[config.mk]
export PLATFORM = sky130hd
export DESIGN_NAME = muxn_pipe_reg
export DESIGN_NICKNAME = d
export VERILOG_FILES = /design/src/rtl/muxn_pipe_reg.sv
export SDC_FILE = /design/constraint.sdc
export NUM_CORES = 1
export LEC_CHECK = 0
export BUFFER_PORTS_ARGS = -buffer_cell sky130_fd_sc_hd__buf_2
export CAP_MARGIN = 20
export CORE_ASPECT_RATIO = 1.75
export CORE_MARGIN = 3
export CORE_UTILIZATION = 40
export CTS_CLUSTER_DIAMETER = 40
export DETAILED_ROUTE_END_ITERATION = 7
export PLACE_DENSITY = 0.91
export RECOVER_POWER = 100
export SYNTH_ARGS = -nofsm -noshare
export SYNTH_HDL_FRONTEND = slang
export SYNTH_SLANG_ARGS = --single-unit
[constraint.sdc]
create_clock -name clk -period 1.9 [get_ports clk]
set_input_delay 0.19 -clock clk [delete_from_list [all_inputs] [get_ports clk]]
set_output_delay 0.19 -clock clk [all_outputs]
set_load 0.01 [all_outputs]
[src/rtl/muxn_pipe_reg.sv]
// muxn_pipe_reg: N-way source select captured into a pipeline register with
// stall/flush hazard control, valid tracking and a saturating stall counter.
// Optional build macro MUXN_SELERR_EN adds a sticky sel_err output.
module muxn_pipe_reg #(
  parameter int unsigned WIDTH = 32,
  parameter int unsigned N     = 4,
  parameter int unsigned SEL_W = 2,
  parameter int unsigned CNT_W = 8
) (
  input  logic                 clk,
  input  logic                 reset,
  input  logic [N*WIDTH-1:0]   src,
  input  logic [SEL_W-1:0]     sel,
  input  logic                 in_valid,
  input  logic                 stall,
  input  logic                 flush,
  output logic [WIDTH-1:0]     out,
  output logic                 out_valid,
  output logic [SEL_W-1:0]     out_sel,
  output logic [CNT_W-1:0]     stall_cnt
`ifdef MUXN_SELERR_EN
  ,
  output logic                 sel_err
`endif
);

  localparam logic [CNT_W-1:0] CNT_MAX = {CNT_W{1'b1}};

  logic [WIDTH-1:0] pick_c;

  logic [WIDTH-1:0] out_q,   out_d;
  logic             valid_q, valid_d;
  logic [SEL_W-1:0] sel_q,   sel_d;
  logic [CNT_W-1:0] cnt_q,   cnt_d;

  // Source select; selects beyond the last source read as zero.
  always_comb begin
    pick_c = '0;
    for (int unsigned k = 0; k < N; k++) begin
      if (sel == SEL_W'(k)) begin
        pick_c = src[k*WIDTH +: WIDTH];
      end
    end
  end

  // Next-state: flush beats stall beats load.
  always_comb begin
    out_d   = out_q;
    valid_d = valid_q;
    sel_d   = sel_q;
    cnt_d   = cnt_q;
    if (flush) begin
      out_d   = '0;
      valid_d = 1'b0;
      sel_d   = '0;
      cnt_d   = '0;
    end else if (stall) begin
      if (cnt_q != CNT_MAX) begin
        cnt_d = cnt_q + CNT_W'(1);
      end
    end else begin
      out_d   = pick_c;
      valid_d = in_valid;
      sel_d   = sel;
      cnt_d   = '0;
    end
  end

  // Stage register with synchronous reset.
  always_ff @(posedge clk) begin
    if (reset) begin
      out_q   <= '0;
      valid_q <= 1'b0;
      sel_q   <= '0;
      cnt_q   <= '0;
    end else begin
      out_q   <= out_d;
      valid_q <= valid_d;
      sel_q   <= sel_d;
      cnt_q   <= cnt_d;
    end
  end

  assign out       = out_q;
  assign out_valid = valid_q;
  assign out_sel   = sel_q;
  assign stall_cnt = cnt_q;

`ifdef MUXN_SELERR_EN
  logic sel_oor_c;
  logic err_q, err_d;

  assign sel_oor_c = (32'(sel) >= N);

  // Sticky error: set by a valid load with an out-of-range select; only reset clears it.
  always_comb begin
    err_d = err_q;
    if (!flush && !stall && in_valid && sel_oor_c) begin
      err_d = 1'b1;
    end
  end

  // Error flag register.
  always_ff @(posedge clk) begin
    if (reset) begin
      err_q <= 1'b0;
    end else begin
      err_q <= err_d;
    end
  end

  assign sel_err = err_q;
`endif

endmodule

==> results.tsv <==
stage	metric	value	unit
run_status	outcome	complete, no violations	
route	drt drc	0	
critical_path	R2R Path Start	stall_cnt[0]$_SDFFE_PP0P_	
die	core area	0.00543	mm2
die	starting density of the core	42.4	%
cells_and_area	non-filler cells, final	419	
route	wire length on met1	2510	um
die	Die Width	63.3	um
sta	RSZ-0062 raised after global routing	false	
synthesis	Compound-Gate Fraction of Synth Area	15.3	%
synthesis	post-synthesis mux area share	33.6	%
critical_path	type of element launching the critical path	input port	
synthesis	Synth Net Count	305	
synthesis	post-synthesis cell area	0.00230	mm2
synthesis	top cell type's share of synthesized area	37.4	%
synthesis	flops & latches, synth	43	
cells_and_area	fin nets	480	
route	per-cell routed wire length	17.5	um
global_routing	initial antenna violation count	0	
clock_network	CTS clk-pin slew, worst paths	80	ps
route	Final ANT Viol Nets	0	
synthesis	Synth Area in Adders	0.544	%
cells_and_area	multi-input logic area	0.00131	mm2
cells_and_area	Core Util, Final	60.4	%
cells_and_area	Fillers	508	
clock_network	H-Tree Depth	2	
min_path	worst hold start	reset	
critical_path	largest stage delay on the critical path	730	ps
critical_path	CP max FO	18	
power	Leakage	1.45	nW
sta	setup TNS	0	ps
clock_network	CTS tree	done	
cells_and_area	Antenna diodes	0	
critical_path	CP delay by family, top	buffers and inverters	
synthesis	Post-Synth Simple-Gate Area	7.34	%
route	First-pass DRT Iterations	6	
sta	Final setup viols	0	
route	WL met2	4040	um
route	top routing layer used	met4	
global_routing	vias in the first global route	2453	
power	Pwr Total	2.08	mW
placed_design	number of buffers added on ports	177	
clock_network	cts hold-fix bufs	0	
clock_network	Post-CTS Resized	0	
clock_network	Num Clock Sinks	43	
min_path	Worst Hold End	out_sel[0]$_SDFFE_PP0N_	
die	num rows	35	
synthesis	Yosys Warn Count	0	
clock_network	CTS buffer count	5	
job	max cap viols	0	
clock_network	insertion delay to the later sink of the worst-skew pair	290	ps
route	initial DRC count	109	
sta	final hold slack	204	ps
clock_network	postcts setup bufs	0	
critical_path	CP bufs+invs	2	
power	Cell Pwr Density	635	mW/mm2
power	VDD IR max	0.303	mV
sta	Final Max Slew Viols	0	
cells_and_area	register area	861	um2
sta	Fin. Hold Viols	0	
die	die height	106	um
clock_network	clock tree buffer depth	2	
synthesis	post-synthesis sequential area ratio	37.4	%
cells_and_area	Layout area overhead	42.6	%
route	Detailed Route WL	7310	um
synthesis	XOR/XNOR share of the synthesized area	0	%
critical_path	R2R cell count	4	
sta	maximum clock frequency	618	MHz
critical_path	worst path arrival time	1790	ps
global_routing	first-pass GRT wire length	11500	um
route	met3 wire length	469	um
route	Avg Vias per Cell	5.52	
cells_and_area	layout cell share with drive strength beyond 1	51.9	%
critical_path	R2R setup slack	460	ps
placed_design	dpl hpwl	6080	um
synthesis	Post-Synthesis Cells	169	
sta	post-route minimum period	1620	ps
synthesis	top cells by area, synth	dfxtp_1, mux4_2, a22o_1, mux4_1, buf_12	
die	# IOs	178	
sta	Slew HR	32.1	%
critical_path	CP required	2070	ps
placed_design	placed cells	411	
global_routing	largest net degree at the start of global routing	34	
global_routing	grt ovf	0	
critical_path	critical path class	in2reg	
critical_path	slowest CP cell	clkbuf_1	
min_path	hold-critical path depth	2	
sta	Clock Skew	0.939	ps
min_path	HP Class	in2reg	
critical_path	CP endpoint kind	flop	
synthesis	largest family of logic cells by synthesized area	multiplexers	
critical_path	worst-path cell chain	clkbuf_1, buf_4, mux4_2, a22o_1	
synthesis	Synth cell types	29	
die	die area	0.00673	mm2
route	via count	2313	
global_routing	total global-route track usage	21.5	%
placed_design	final RePlAce weighted congestion	0.912	
sta	worst slew pin tran	1020	ps
clock_network	root buffer cell	clkbuf_8	
sta	fin crit share	85.2	%
synthesis	top cell type by total area after synthesis	dfxtp_1	
critical_path	FF-to-FF End	stall_cnt[5]$_SDFFE_PP0P_	
synthesis	Syn Area/Cell	13.6	um2
flip-flops by register name, indices dropped and copies added, names as in the netlist:
| register | cells |
|---|---|
| out | 32 |
| stall_cnt | 8 |
| out_sel | 2 |
| out_valid | 1 |
routing by layer:
layer	up-vias	global-route usage [%]
met5	-	0
met4	0	10.0
met3	24	3.91
met2	130	39.8
met1	1107	23.0
li1	1052	-
kinds of logic (layout without fill, tap and decap cells):
| kind of cell | after synthesis | in the layout |
|---|---|---|
| buffers and inverters | 16 | 192 |
| adder cells (fa/ha/maj) | 1 | 1 |
| AND/OR/NAND/NOR | 28 | 28 |
| AO/OA/AOI/OAI | 45 | 45 |
| flip-flops | 43 | 43 |
| multiplexers | 36 | 36 |
metrics by stage:
| step | setup slack (ps) | area (um2) |
|---|---|---|
| 4_1_cts | 457 | 3330 |
| 2_1_floorplan | 485 | 2300 |
| 3_3_place_gp | 428 | 3220 |
| 6_report | 281 | 3280 |
| 5_1_grt | 212 | 3280 |
| 3_5_place_dp | 401 | 3220 |
layout by cell type (no fill, tap or decap):
cell | netlist | routed
ha_1 | 1 | 1
mux4_2 | 29 | 29
nor3b_4 | 1 | 1
a31oi_1 | 2 | 2
a21oi_1 | 5 | 5
clkbuf_8 | 0 | 6
nand2b_1 | 1 | 1
a22o_1 | 32 | 32
nand3_1 | 3 | 3
buf_4 | 2 | 6
buf_2 | 7 | 133
nor3_4 | 0 | 1
a211oi_1 | 1 | 1
dfxtp_1 | 43 | 43
nor3b_1 | 1 | 1
nor3_1 | 6 | 6
nor4_1 | 1 | 1
nand2_1 | 5 | 5
clkinv_2 | 0 | 1
a21boi_0 | 1 | 1
clkbuf_1 | 3 | 44
nor2_1 | 2 | 2
mux2i_1 | 4 | 4
o21ai_0 | 3 | 4
bufinv_16 | 0 | 1
buf_12 | 3 | 1
and4_1 | 2 | 2
and3_1 | 3 | 3
mux4_1 | 3 | 3
nand4_1 | 2 | 2
worst max path at each step:
stage	from	endpoint	slack (ps)	cells after the start
after floorplan	stall_cnt[0]$_SDFFE_PP0P_	stall_cnt[5]$_SDFFE_PP0P_	480	5
after global placement	sel[0]	out[10]$_SDFFE_PP0N_	430	4
after detailed placement	sel[0]	out[10]$_SDFFE_PP0N_	400	4
after CTS	stall_cnt[0]$_SDFFE_PP0P_	stall_cnt[5]$_SDFFE_PP0P_	460	4
after global routing	sel[1]	out[16]$_SDFFE_PP0N_	210	4
final	sel[1]	out[14]$_SDFFE_PP0N_	280	4
Yosys cell counts:
cell type	number
dfxtp_1	43
a22o_1	32
mux4_2	29
buf_2	7
nor3_1	6
a21oi_1	5
nand2_1	5
mux2i_1	4
and3_1	3
buf_12	3
clkbuf_1	3
mux4_1	3
nand3_1	3
o21ai_0	3
a31oi_1	2
and4_1	2
buf_4	2
nand4_1	2
nor2_1	2
a211oi_1	1
a21boi_0	1
buf_6	1
ha_1	1
nand2b_1	1
nor3_2	1
nor3b_1	1
nor3b_4	1
nor4_1	1
o21ai_1	1
where the power goes:
group	leakage [nW]	switching, mW	total (mW)	internal (mW)
logic	1.04	0.157	0.407	0.249
registers	0.350	0.0179	0.949	0.931
clock network	0.0612	0.299	0.725	0.425
final cells by class:
class / count / area share [%]
Clock buffer: 6 / 2.52
Clock inverter: 2 / 1.07
Multi-Input combinational cell: 110 / 40.0
Sequential cell: 43 / 26.2
Tap cell: 74 / 2.82
Timing Repair Buffer: 184 / 27.3
Power figures use the tool's default switching activity.
